--- config.mk ---
export PLATFORM = sky130hd
export DESIGN_NAME = param_div_unit
export DESIGN_NICKNAME = d
export VERILOG_FILES = /design/src/rtl/multdiv_pkg.sv /design/src/rtl/div_step.sv /design/src/rtl/param_div_unit.sv
export SDC_FILE = /design/constraint.sdc
export NUM_CORES = 1
export LEC_CHECK = 0
export BUFFER_PORTS_ARGS = -buffer_cell sky130_fd_sc_hd__buf_4
export CAP_MARGIN = 20
export CORE_MARGIN = 5
export CORE_UTILIZATION = 44
export DETAILED_ROUTE_END_ITERATION = 10
export PLACE_DENSITY = 0.62
export SYNTH_ARGS = -nofsm -noshare
export SYNTH_HDL_FRONTEND = slang
export SYNTH_SLANG_ARGS = --single-unit
--- constraint.sdc ---
create_clock -name clk -period 6.1 [get_ports clk]
set_input_delay 1.22 -clock clk [delete_from_list [all_inputs] [get_ports clk]]
set_output_delay 1.22 -clock clk [all_outputs]
set_load 0.05 [all_outputs]
--- src/rtl/multdiv_pkg.sv ---
// Shared definitions for the multdiv unit: default datapath width and divider state encoding.
package multdiv_pkg;

  localparam int unsigned MD_WIDTH = 32;

  localparam logic [1:0] ST_IDLE  = 2'd0;
  localparam logic [1:0] ST_RUN   = 2'd1;
  localparam logic [1:0] ST_FIXUP = 2'd2;
  localparam logic [1:0] ST_DONE  = 2'd3;

  typedef enum logic [1:0] {
    StIdle  = ST_IDLE,
    StRun   = ST_RUN,
    StFixup = ST_FIXUP,
    StDone  = ST_DONE
  } div_state_e;

endpackage

--- src/rtl/div_step.sv ---
// One restoring division iteration: shift {A,Q} left, trial-subtract M, restore on borrow.
module div_step
  import multdiv_pkg::*;
#(
  parameter int unsigned WIDTH = MD_WIDTH
) (
  input  logic [WIDTH-1:0] a_i,
  input  logic [WIDTH-1:0] q_i,
  input  logic [WIDTH-1:0] m_i,
  output logic [WIDTH-1:0] next_a_o,
  output logic [WIDTH-1:0] next_q_o
);

  logic [WIDTH:0]   a_sh;
  logic [WIDTH+1:0] trial;
  logic             unused_trial_bit;

  // Shifted A can reach 2^(WIDTH+1)-1, so the trial difference carries an extra sign bit.
  always_comb begin
    a_sh  = {a_i, q_i[WIDTH-1]};
    trial = {1'b0, a_sh} + {2'b11, ~m_i} + {{(WIDTH+1){1'b0}}, 1'b1};
    if (!trial[WIDTH+1]) begin
      next_a_o = trial[WIDTH-1:0];
      next_q_o = {q_i[WIDTH-2:0], 1'b1};
    end else begin
      next_a_o = a_sh[WIDTH-1:0];
      next_q_o = {q_i[WIDTH-2:0], 1'b0};
    end
  end

  // A non-negative trial is below M, so this bit is always zero when it is used.
  assign unused_trial_bit = trial[WIDTH];

endmodule

--- src/rtl/param_div_unit.sv ---
// Iterative signed/unsigned restoring divider with valid/ready handshake on both sides.
module param_div_unit
  import multdiv_pkg::*;
#(
  parameter int unsigned WIDTH = MD_WIDTH
) (
  input  logic             clk,
  input  logic             resetn,
  input  logic             in_valid,
  output logic             in_ready,
  input  logic             in_signed,
  input  logic [WIDTH-1:0] dividend,
  input  logic [WIDTH-1:0] divisor,
  output logic             out_valid,
  input  logic             out_ready,
  output logic [WIDTH-1:0] quotient,
  output logic [WIDTH-1:0] remainder,
  output logic             div_zero,
  output logic             overflow
);

  localparam int unsigned      CNT_W  = $clog2(WIDTH + 1);
  localparam logic [WIDTH-1:0] One    = WIDTH'(1);
  localparam logic [WIDTH-1:0] MinVal = {1'b1, {(WIDTH-1){1'b0}}};

  div_state_e       state_q, state_d;
  logic [CNT_W-1:0] cnt_q, cnt_d;
  logic [WIDTH-1:0] a_q, a_d, q_q, q_d, m_q, m_d;
  logic [WIDTH-1:0] quotient_q, quotient_d, remainder_q, remainder_d;
  logic             q_neg_q, q_neg_d, r_neg_q, r_neg_d, ovf_pend_q, ovf_pend_d;
  logic             div_zero_q, div_zero_d, overflow_q, overflow_d;
  logic             accept, dvs_zero;
  logic [WIDTH-1:0] dvd_abs, dvs_abs, step_a, step_q;

  assign accept   = in_valid & in_ready;
  assign dvs_zero = (divisor == '0);
  // |MIN| wraps back to MIN, which is exactly 2^(WIDTH-1) read as unsigned.
  assign dvd_abs  = (in_signed & dividend[WIDTH-1]) ? (~dividend + One) : dividend;
  assign dvs_abs  = (in_signed & divisor[WIDTH-1]) ? (~divisor + One) : divisor;

  div_step #(
    .WIDTH(WIDTH)
  ) u_div_step (
    .a_i     (a_q),
    .q_i     (q_q),
    .m_i     (m_q),
    .next_a_o(step_a),
    .next_q_o(step_q)
  );

  always_ff @(posedge clk or negedge resetn) begin
    if (!resetn) begin
      state_q <= StIdle;
    end else begin
      state_q <= state_d;
    end
  end

  always_comb begin
    state_d = state_q;
    unique case (state_q)
      StIdle:  if (accept) state_d = dvs_zero ? StDone : StRun;
      StRun:   if (cnt_q == CNT_W'(1)) state_d = StFixup;
      StFixup: state_d = StDone;
      StDone: begin
        if (accept)         state_d = dvs_zero ? StDone : StRun;
        else if (out_ready) state_d = StIdle;
      end
      default: state_d = StIdle;
    endcase
  end

  always_comb begin
    in_ready  = (state_q == StIdle) | ((state_q == StDone) & out_ready);
    out_valid = (state_q == StDone);
    quotient  = quotient_q;
    remainder = remainder_q;
    div_zero  = div_zero_q;
    overflow  = overflow_q;
  end

  always_comb begin
    cnt_d       = cnt_q;
    a_d         = a_q;
    q_d         = q_q;
    m_d         = m_q;
    q_neg_d     = q_neg_q;
    r_neg_d     = r_neg_q;
    ovf_pend_d  = ovf_pend_q;
    quotient_d  = quotient_q;
    remainder_d = remainder_q;
    div_zero_d  = div_zero_q;
    overflow_d  = overflow_q;
    if (accept) begin
      cnt_d      = CNT_W'(WIDTH);
      a_d        = '0;
      q_d        = dvd_abs;
      m_d        = dvs_abs;
      q_neg_d    = in_signed & (dividend[WIDTH-1] ^ divisor[WIDTH-1]);
      r_neg_d    = in_signed & dividend[WIDTH-1];
      ovf_pend_d = in_signed & (dividend == MinVal) & (divisor == '1);
      div_zero_d = dvs_zero;
      overflow_d = 1'b0;
      if (dvs_zero) begin
        quotient_d  = '1;
        remainder_d = dividend;
      end
    end else if (state_q == StRun) begin
      cnt_d = cnt_q - CNT_W'(1);
      a_d   = step_a;
      q_d   = step_q;
    end else if (state_q == StFixup) begin
      quotient_d  = q_neg_q ? (~q_q + One) : q_q;
      remainder_d = r_neg_q ? (~a_q + One) : a_q;
      overflow_d  = ovf_pend_q;
    end
  end

  always_ff @(posedge clk or negedge resetn) begin
    if (!resetn) begin
      cnt_q       <= '0;
      a_q         <= '0;
      q_q         <= '0;
      m_q         <= '0;
      q_neg_q     <= 1'b0;
      r_neg_q     <= 1'b0;
      ovf_pend_q  <= 1'b0;
      quotient_q  <= '0;
      remainder_q <= '0;
      div_zero_q  <= 1'b0;
      overflow_q  <= 1'b0;
    end else begin
      cnt_q       <= cnt_d;
      a_q         <= a_d;
      q_q         <= q_d;
      m_q         <= m_d;
      q_neg_q     <= q_neg_d;
      r_neg_q     <= r_neg_d;
      ovf_pend_q  <= ovf_pend_d;
      quotient_q  <= quotient_d;
      remainder_q <= remainder_d;
      div_zero_q  <= div_zero_d;
      overflow_q  <= overflow_d;
    end
  end

endmodule
### After elaboration in Yosys (flattened, before gate mapping)

Index checks and enable logic that the tools add are counted.

| storage, ports and cells | value |
|---|---|
| register bits | 173 |
| input port bits | 69 |
| output and inout port bits | 68 |
| logic and storage cells | 80 |

| cells by class | value |
|---|---|
| add/sub/neg operators | 7 |
| equal/unequal tests | 11 |
| muxes and demuxes | 29 |
| bitwise operators | 14 |
| reduce and logical (&&, ||, !) cells | 7 |

Operators with widths:

| cell | number |
|---|---|
| 32-bit 2-to-1 mux | 17 |
| 32-bit inverter | 5 |
| 32-bit by 1-bit adder with 32-bit output, second input constant | 4 |
| 32-bit equality test, second input constant | 2 |
| 33-bit by 34-bit adder with 34-bit output | 1 |
| 34-bit by 1-bit adder with 34-bit output, second input constant | 1 |
| 32-bit zero test | 1 |
| 6-bit 2-to-1 mux | 2 |
| 2-bit 2-to-1 mux | 5 |
| 2-bit case mux with 4 select lines | 1 |
| 1-bit bitwise AND | 7 |
| 6-bit by 1-bit equality test with 1-bit output, second input constant | 1 |
| 2-bit != test, second input constant | 3 |
| 3-bit AND reduction | 2 |
| 6-bit by 1-bit subtractor with 6-bit output, second input constant | 1 |
| 2-bit equality test, second input constant | 2 |
| 1-bit 2-to-1 mux | 4 |
| 2-bit nonzero test | 2 |
| 3-bit by 1-bit != test with 1-bit output, second input constant | 1 |
| 2-bit by 1-bit equality test with 1-bit output, second input constant | 1 |
| 2-bit zero test | 1 |
| 2-bit by 1-bit != test with 1-bit output, second input constant | 1 |
| 2-bit AND reduction | 1 |
| 1-bit OR | 1 |
| 1-bit bitwise XOR | 1 |

### Logic depth before layout (Yosys ltp)

Gate-level depths: netlist (run 1).

| logic depth | value |
|---|---|
| word-level depth | 6 |
| gate-level depth with buffers | 13 |
| depth with buffers taken out | 13 |

### Cells and area by module

Synthesis (run 1) repeated with hierarchy kept, for this count alone.

| second synthesis, totals | value |
|---|---|
| cells, all modules | 1530 |
| area, all modules | 12333.1 µm² |

Modules (own cells, without submodules):

| module | instances | cells an instance | area an instance (µm²) | seq. area each (µm²) |
|---|---|---|---|---|
| param_div_unit | 1 | 1127 | 9726.8 | 4329.2 |
| div_step | 1 | 403 | 2606.2 | 0.0 |

### Worst setup path before layout (run 1)

Ideal clock, no wire load.

| path | value |
|---|---|
| path type | in2reg |
| start | input dividend[0] |
| end | register q_q[30] |
| library setup time | 0.135 ns |
| arrival time | 3.592 ns |
| data required time | 5.965 ns |
| path slack | 2.373 ns |
| cell stages on the path | 10 |
| buffers on the path | 0 |
| cells stage by stage | inv_1 > ha_1 > or3b_2 > nor4_1 > and2_1 > nand2_1 > or4_1 > o41ai_1 > xor2_1 > o21ai_0 |

| between the ends | value |
|---|---|
| word-level cells in the longest chain between the ends | 4 |

RTL lines:

| item | line | source |
|---|---|---|
| start, declared | param_div_unit.sv:12 | `input logic [WIDTH-1:0] dividend,` |
| 32-bit inverter | param_div_unit.sv:38 | `assign dvd_abs = (in_signed & dividend[WIDTH-1]) ? (~dividend + One) : dividend;` |
| 32-bit by 1-bit adder with 32-bit output | param_div_unit.sv:38 |  |
| 32-bit 2-to-1 mux | param_div_unit.sv:38 |  |
| 32-bit 2-to-1 mux | param_div_unit.sv:94 | `if (accept) begin` |
| end signal, assigned | param_div_unit.sv:135 | `q_q <= q_d;` |
| end, declared | param_div_unit.sv:28 | `logic [WIDTH-1:0] a_q, a_d, q_q, q_d, m_q, m_d;` |

Every way passes these cells.
A chain may end at the register's enable or synchronous reset.

### Worst setup path after layout (run 1)

| path | value |
|---|---|
| start | input divisor[14] |
| end | register remainder_q[23] (netlist: remainder[23]) |

| between the ends | value |
|---|---|
| word-level cells in the longest chain between the ends | 3 |

RTL lines:

| item | line | source |
|---|---|---|
| start, declared | param_div_unit.sv:13 | `input logic [WIDTH-1:0] divisor,` |
| 32-bit zero test | param_div_unit.sv:36 | `assign dvs_zero = (divisor == '0);` |
| 2-bit by 1-bit != test with 1-bit output (no line) | - |  |
| 3-bit AND reduction (no line) | - |  |
| end signal, assigned | param_div_unit.sv:141 | `remainder_q <= remainder_d;` |
| end, declared | param_div_unit.sv:29 | `logic [WIDTH-1:0] quotient_q, quotient_d, remainder_q, remainder_d;` |

Every way passes these cells.

==> results of run 1 <==
## Yosys cell counts (3+ instances only)
master / instances / area [sq um]
inv_1: 64 / 240
nor4_1: 14 / 87.6
nand2_1: 202 / 758
a211oi_1: 4 / 30.0
a31oi_1: 26 / 163
ha_1: 39 / 488
nand4_1: 16 / 100
xor2_1: 87 / 762
or2_2: 4 / 25.0
xnor2_1: 55 / 482
a21oi_1: 113 / 566
o221ai_1: 5 / 43.8
o21bai_1: 5 / 37.5
nor2b_1: 10 / 62.6
dfrtp_1: 173 / 4330
and3_1: 9 / 56.3
a21o_1: 13 / 97.6
nand2b_1: 6 / 37.5
clkbuf_1: 65 / 244
nand3_1: 39 / 195
o211ai_1: 4 / 30.0
buf_6: 3 / 33.8
o21a_1: 5 / 37.5
and2_1: 8 / 50.1
nor3_1: 17 / 85.1
or4_4: 3 / 33.8
o22ai_1: 7 / 43.8
nand4b_1: 4 / 35.0
mux2i_1: 13 / 130
nor2_1: 123 / 462
o41ai_1: 12 / 105
or4_1: 12 / 90.1
or3_1: 6 / 37.5
o21ai_0: 167 / 836
o31ai_1: 31 / 233
a22oi_1: 6 / 45.0
## per-layer routing
| metal | global-route usage, % | share of wire (%) |
|---|---|---|
| met1 | 28.7 | 47 |
| met2 | 34.0 | 46 |
| met3 | 2.96 | 4.7 |
| met4 | 5.86 | 1.9 |
| met5 | 0 | 0 |
## flip-flops by register name, summed over array words and instances (netlist names)
register and cells:
cnt_q 6, q_neg_q 1, overflow 1, m_q 32, quotient 32, remainder 32
ovf_pend_q 1, div_zero 1, r_neg_q 1, a_q 32, state_q 2, q_q 32
## final cells by class
type	instances	area [sq um]	share of cell area [%]
clock buffer	18	439	3.28
clock inverter	14	204	1.52
inverter	64	240	1.79
multi-input combinational	1100	6650	49.6
sequential	173	4330	32.3
tap	335	419	3.13
timing repair buffer	149	1120	8.37
## cell families (layout without fill, tap and decap cells)
family | after synthesis | after routing | synth area share (%)
AND/OR/NAND/NOR | 482 | 482 | 19.2
AO/OA/AOI/OAI | 421 | 421 | 21.7
flip-flops | 173 | 173 | 37.7
XOR/XNOR | 142 | 142 | 10.8
buffers and inverters | 137 | 245 | 4.78
adder cells (fa/ha/maj) | 40 | 40 | 4.42
multiplexers | 15 | 15 | 1.33
## critical path: cells and delay by family
family | cells | cell delay [ns]
simple gates | 7 | 2.55
compound gates | 2 | 0.31
buf+inv | 2 | 0.47
## worst paths after layout
kind	start	endpoint	slack, ns	cells after the start
setup / recovery	divisor[14]	remainder[23]	1.88	11
hold reg to reg	m_q[18]	m_q[18]	0.48	2
max in group asynchronous	resetn	m_q[23]	4.14	2
hold / removal	m_q[18]	m_q[18]	0.48	2
min in group asynchronous	resetn	q_q[5]	0.78	1
setup reg to reg	q_q[31]	a_q[24]	2.15	13
## report_power, final
group	leakage, nW	internal (mW)	total, mW	switching, mW
logic	3.44	2.01	5.32	3.31
registers	2.08	1.70	2.32	0.613
clock network	0.310	0.707	1.20	0.495
total	5.83	4.42	8.84	4.42
## stage by stage
step	hold slack, ns	setup WS (ns)	std cells	cell area, sq um	power [mW]
after CTS	0.485	1.87	1853	13400	8.88
after global placement	0.452	1.51	1821	12800	7.57
after floorplan	0.448	2.37	1410	11500	6.28
after global routing	0.508	1.58	1853	13400	9.62
after detailed placement	0.470	1.45	1821	12800	7.65
final	0.481	1.88	1853	13400	8.84
==> flow_summary.toml, run 1 <==
[run_status]
status = "finished, final reports clean"

[sta]
fmax_mhz = 237
fin_skew_ns = 0.0117
worst_pin_slew_ns = 0.979
setup_viol = 0
rsz0062_at_grt = "false"
fin_tns_setup_ns = 0
final.period_utilization_pct = 69.1
final_hold_viol_count = 0
fin_crit_ns = 4.22
slew_viol_final = 0
max-slew-margin-rel_pct = 34.2

[finish]
antenna_cells = 0
final_nets = 1614
layout_commonest_cell = "nand2_1"
syn_to_final_growth_pct = 16.7
num-fill-cells = 2464
utilization_pct = 51.7
drive_gt1_share_pct = 13.6
final_cell_mix = "nand2_1, dfrtp_1, o21ai_0"

[synth]
ys_warn_count = 0
syn_area_per_cell_sq_um = 8.14
synth-main-ff-cell = "dfrtp_1"
ys_seq_area_share_pct = 37.7
synthesis.nets = 1519
synth_cells = 1410
synth-edff-count = 0
synth_cell_types = 68
syn_area_sq_mm = 0.0115
async_flop_share_pct = 100
ys_ff_latch = 173

[die]
rows = 59
die_height_um = 172
die_x_um = 172
ios = 137
core_region_area_sq_mm = 0.0259
start_util_pct = 44.3
dieArea_sq_mm = 0.0294

[clocking]
cts_sinks = 173
cts_htree_levels = 4
ctsHoldBuffers = 0
clk_path_buf_depth = 2
postCtsSetupRepairBufs = 0
tritoncts = "built"
clock_latency_ns = 0.43
post_cts_resized = 0
clock-root-buffer = "clkbuf_16"
cts_made_buffers = 17
clk_pin_slew_worst_paths_ns = 0.07

[global_routing]
antenna_found_initial = 1
grt.total_usage_pct = 20.7
grt_pass1_wl_mm = 49.4
grt_start_max_net_pins = 67
grt_pass1_vias = 9680
grt_overflow = 0

[worst_setup_path]
endpoint_kind = "register"
cp_slowest_cell = "nor4_2"
crit_path_cell_trace = "buf_4, or4_1, or3_1, nor3_1, nand4b_1, nor4_2, nand2_1, nand2_1, buf_4, o32ai_1, a21oi_1"
critical_path_class = "in2reg"
max_stage_delay_ns = 0.81
cp_max_fo = 37
critical_path_required_ns = 6.45
worstPathArrival_ns = 4.57
start_kind = "input pin"

[hold_path]
hp-class = "reg2reg"

[power]
p_leak_nw = 5.83
power_density_mw_per_mm2 = 660
peakVddDrop_mv = 0.295

[detailed_routing]
post_drt_wl_per_cell_um = 16.6
first_pass_iters = 4
ant_nets = 0
drc = 0
vias = 10237
finalWirelength_mm = 30.8
avgViaCountPerCell = 5.52
drt_iter0_drc = 631

[placement]
hpwlAfterDp_mm = 23.4
place.gp.congestion = 0.916
io_buffers = 136

[flow_run]
drv_cap = 0
Note: power is estimated with default switching activity, not from simulation.
==> run 2, diff against run 1 <==
- PLACE_DENSITY: 0.62 -> 0.64
- clock period: 6.1 -> 3.7 ns (I/O delays scaled with it)
==> run 2 against run 1 <==
  * Non-clock buffer count up 14
  * Sequential share of layout area down 0.26 points
  * Via count up 1.7%
  * Setup slack worse by 1.5 ns
  * Core utilization up 0.42 points
  * Largest cell class unchanged
==> flow_summary.toml, run 2 (synthesized netlist as in run 1, its figures left out) <==
[worst_setup_path]
critical_path_class = "reg2reg"
start_kind = "register"
path_buf_inv = 0
reg2reg_from = "q_q[13]"
cpMostUsedCell = "or4_4"
endpoint_kind = "register"
crit_path_start = "q_q[13]"
crit_path_cell_trace = "or4_4, or3_4, or4_4, nor4_4, nand2_2, or4_4, o41ai_2, xor2_1, a21oi_1"
worstPathArrival_ns = 3.64
crit_family = "simple AND/OR/NAND/NOR gates"
cp_max_fo = 6
reg2reg_slack_ns = 0.37
max_stage_delay_ns = 0.57
cp_slowest_cell = "or4_4"
critical_path_required_ns = 4.01

[detailed_routing]
post_drt_wl_per_cell_um = 17.1
drc = 0
finalWirelength_mm = 31.9
first_pass_iters = 5
avgViaCountPerCell = 5.58
drt_iter0_drc = 716
ant_nets = 0
vias = 10411

[power]
switching_power_mw = 7.44
p_total_mw = 14.7
p_leak_nw = 5.90
clock_power_share_pct = 12.9
pwr-share-seq_pct = 26.0
power_frac_comb_pct = 61.1
peakVddDrop_mv = 0.598
power_density_mw_per_mm2 = 1090
p_int_mw = 7.29
p_sw_share_pct = 50.5

[global_routing]
grt_pass1_wl_mm = 52.1
grt_overflow = 0
grt_pass1_vias = 9981
antenna_found_initial = 0
grt_start_max_net_pins = 79
grt.total_usage_pct = 21.9

[sta]
final.period_utilization_pct = 90.0
fmax_mhz = 300
max-slew-margin-rel_pct = 37.0
slew_viol_final = 0
rsz0062_at_grt = "false"
worst_pin_slew_ns = 0.944
setup_viol = 0
fin_skew_ns = 0.0122
fin_crit_ns = 3.33
whs_ns = 0.340
fin_tns_setup_ns = 0
final_hold_viol_count = 0
setup_ws_ns = 0.370

[die]
core_region_area_sq_mm = 0.0259
die_height_um = 172
dieArea_sq_mm = 0.0294
ios = 137
die_x_um = 172
start_util_pct = 44.3
rows = 59

[clocking]
tritoncts = "built"
ctsHoldBuffers = 0
clk_path_buf_depth = 2
cts_made_buffers = 17
cts_sinks = 173
clock_latency_ns = 0.44
post_cts_resized = 0
cts_htree_levels = 4
postCtsSetupRepairBufs = 0
clock-root-buffer = "clkbuf_16"
clk_pin_slew_worst_paths_ns = 0.07

[placement]
placed_cells = 1835
dpl_worst_slack_ns = 0.167
io_buffers = 136
place.gp.congestion = 0.883
hpwlAfterDp_mm = 24.3
place_area_sq_mm = 0.0129

[finish]
final_cell_mix = "nand2_1, dfrtp_1, o21ai_0"
utilization_pct = 52.1
antenna_cells = 0
postLayoutCellArea_sq_mm = 0.0135
layout_commonest_cell = "nand2_1"
syn_to_final_growth_pct = 17.7
drive_gt1_share_pct = 14.4
final_nets = 1628
instances_no_fill = 1867

[run_status]
status = "finished, final reports clean"

[flow_run]
drv_cap = 0

[hold_path]
hp-class = "in2async"
[run 2: path summary, 6_finish.rpt]
check / to / depth (start not counted)
min in group clk: m_q[20] / 2
setup / recovery: quotient[29] / 9
max in group asynchronous: m_q[24] / 2
hold reg to reg: m_q[20] / 2
setup reg to reg: quotient[29] / 9
hold / removal: quotient[4] / 1
[run 2: layer usage]
| metal | routed length (um) | GRT usage, % | vias to the layer above |
|---|---|---|---|
| met3 | 1570 | 2.64 | 60 |
| met2 | 14400 | 34.5 | 297 |
| met4 | 1060 | 9.03 | 0 |
| li1 | - | - | 5185 |
| met1 | 14900 | 30.8 | 4869 |
| met5 | 0 | 0 | - |
[run 2: power by group through the flow]
stage | clock, mW | combinational [mW] | sequential [mW]
floorplan | 0 | 5.77 | 4.58
global placement | 0 | 8.88 | 3.81
detailed placement | 0 | 8.97 | 3.85
CTS | 1.93 | 9.02 | 3.81
global route | 2.01 | 10.0 | 3.97
finish | 1.90 | 9.00 | 3.83
[run 2: final cells by class]
type	instances	area [sq um]
clock buffer	17	425
clock inverter	15	184
fill	2493	12400
inverter	64	240
multi-input combinational	1100	6650
sequential	173	4330
tap	335	419
timing repair buffer	163	1260
[run 2: worst register-to-register path: stages, from the launching register on]
cell and delay [ns]:
dfrtp_1 0.45, or4_4 0.58, or3_4 0.39, or4_4 0.53, nor4_4 0.19, nand2_2 0.10, or4_4 0.47, o41ai_2 0.25
xor2_1 0.18, a21oi_1 0.08
==> run 3, diff against run 2 <==
- BUFFER_PORTS_ARGS: -buffer_cell sky130_fd_sc_hd__buf_4 -> -buffer_cell sky130_fd_sc_hd__buf_2
- GPL_TIMING_DRIVEN: not set -> 0
==> run 3 against run 2 <==
  * Flip-flop and latch count unchanged
  * Setup slack worse by 0.20 ns
  * Core utilization down 0.76 points
  * Non-clock buffer count up 50
  * First-iteration DRC count up 13%
  * Global-route usage up 3.2 points
  * Cell area down 1.5%
  * Largest power group unchanged
  * Clock skew up 0.0019 ns
  * Total power up 1.2%
  * Sequential power about the same
==> flow_summary.toml, run 3 (synthesized netlist as in run 1, its figures left out) <==
[flow_run]
drv_cap = 0

[die]
dieArea_sq_mm = 0.0294
rows = 59
die_height_um = 172
ios = 137
start_util_pct = 44.3
core_region_area_sq_mm = 0.0259
die_x_um = 172

[power]
p_sw_share_pct = 52.3
clock_power_share_pct = 12.8
peakVddDrop_mv = 0.593
power_frac_comb_pct = 61.7
p_leak_nw = 5.80
pwr-share-seq_pct = 25.5
switching_power_mw = 7.80
p_int_mw = 7.11
power_density_mw_per_mm2 = 1120

[sta]
worst_pin_slew_ns = 0.933
fin_tns_setup_ns = 0
fin_crit_ns = 3.53
whs_ns = 0.253
final_hold_viol_count = 0
fin_skew_ns = 0.0142
rsz0062_at_grt = "false"
slew_viol_final = 0
fmax_mhz = 283
max-slew-margin-rel_pct = 37.8
setup_viol = 0
final.period_utilization_pct = 95.5

[detailed_routing]
vias = 10787
first_pass_iters = 5
drt_iter0_drc = 809
drc = 0
ant_nets = 0
post_drt_wl_per_cell_um = 19.2
avgViaCountPerCell = 5.62
finalWirelength_mm = 36.7

[placement]
io_buffers = 136
place.gp.congestion = 0.925
place_area_sq_mm = 0.0126
hpwlAfterDp_mm = 28.7

[finish]
layout_commonest_cell = "nand2_1"
utilization_pct = 51.4
final_nets = 1678
drive_gt1_share_pct = 12.8
syn_to_final_growth_pct = 16.0
postLayoutCellArea_sq_mm = 0.0133
final_cell_mix = "nand2_1, dfrtp_1, o21ai_0"

[clocking]
ctsHoldBuffers = 0
clock-root-buffer = "clkbuf_16"
cts_made_buffers = 17
tritoncts = "built"
clk_path_buf_depth = 2
clock_latency_ns = 0.44
cts_htree_levels = 4
cts_sinks = 173
clk_pin_slew_worst_paths_ns = 0.07

[worst_setup_path]
worstPathArrival_ns = 3.86
endpoint = "a_q[24]"
endpoint_kind = "register"
worstReg2RegEnd = "a_q[24]"
start_kind = "register"
reg2reg_depth = 13
critical_path_required_ns = 4.03
critical_path_class = "reg2reg"
cp_max_fo = 4
crit_path_start = "q_q[31]"
reg2reg_from = "q_q[31]"
reg2reg_slack_ns = 0.17

[hold_path]
hp-class = "in2async"

[global_routing]
grt.total_usage_pct = 25.2
antenna_found_initial = 1
grt_pass1_vias = 10552
grt_start_max_net_pins = 98
grt_overflow = 0
grt_pass1_wl_mm = 57.8

[run_status]
status = "finished, final reports clean"
run 3: power by group through the flow:
stage          registers, mW  logic [mW]  clock network (mW)
2_1_floorplan           4.58        5.77                   0
3_3_place_gp            3.77        8.98                   0
3_5_place_dp            3.81        9.07                   0
4_1_cts                 3.77        9.16                1.93
5_1_grt                 3.92        10.2                2.01
6_report                3.80        9.20                1.91
run 3: how the worst min path moves through the flow:
stage | from | endpoint | slack (ns) | depth (start not counted)
floorplan | resetn | a_q[0] | 0.44 | 0
global placement | m_q[19] | m_q[19] | 0.46 | 2
global route | resetn | quotient[7] | 0.31 | 1
detailed placement | remainder[25] | remainder[25] | 0.47 | 2
finish | resetn | quotient[7] | 0.25 | 1
CTS | resetn | quotient[7] | 0.29 | 1
run 3: layout make-up:
class | instances | area, sq um
Multi-Input combinational cell | 1100 | 6640
Antenna cell | 2 | 5.00
Fill cell | 2548 | 12600
Clock inverter | 13 | 184
Timing Repair Buffer | 140 | 741
Inverter | 64 | 240
Buffer | 73 | 314
Tap cell | 335 | 419
Sequential cell | 173 | 4330
Clock buffer | 18 | 439
run 3: stage by stage:
step                cells  setup WS (ns)  power [mW]
floorplan            1410          0.453        10.4
global placement     1881         -0.946        12.8
detailed placement   1882         -0.912        12.9
CTS                  1916         0.0862        14.9
global route         1917         0.0228        16.2
finish               1918          0.167        14.9
run 3: metal layers:
metal	track usage, %	routed length, um
met1	32.6	15500
met2	42.6	17600
met3	3.42	2150
met4	10.1	1450
met5	0	0
run 3: repair_timing:
item                                    4_1_cts  5_1_grt
endpoints found under the setup margin       75       38
gates cloned                                  0        0
buffers inserted                              3        0
gates resized for setup                       5        9
pin swaps                                     2        0
run 3: critical path, stage by stage (launching register included):
cell	delay [ns]
dfrtp_1	0.40
inv_1	0.19
ha_1	0.29
inv_1	0.08
fa_1	0.40
a21o_1	0.24
a221oi_4	0.33
o21ai_1	0.18
a31o_2	0.32
a31oi_1	0.25
o21ai_0	0.15
mux2_2	0.24
nor2_1	0.04
a311o_1	0.32
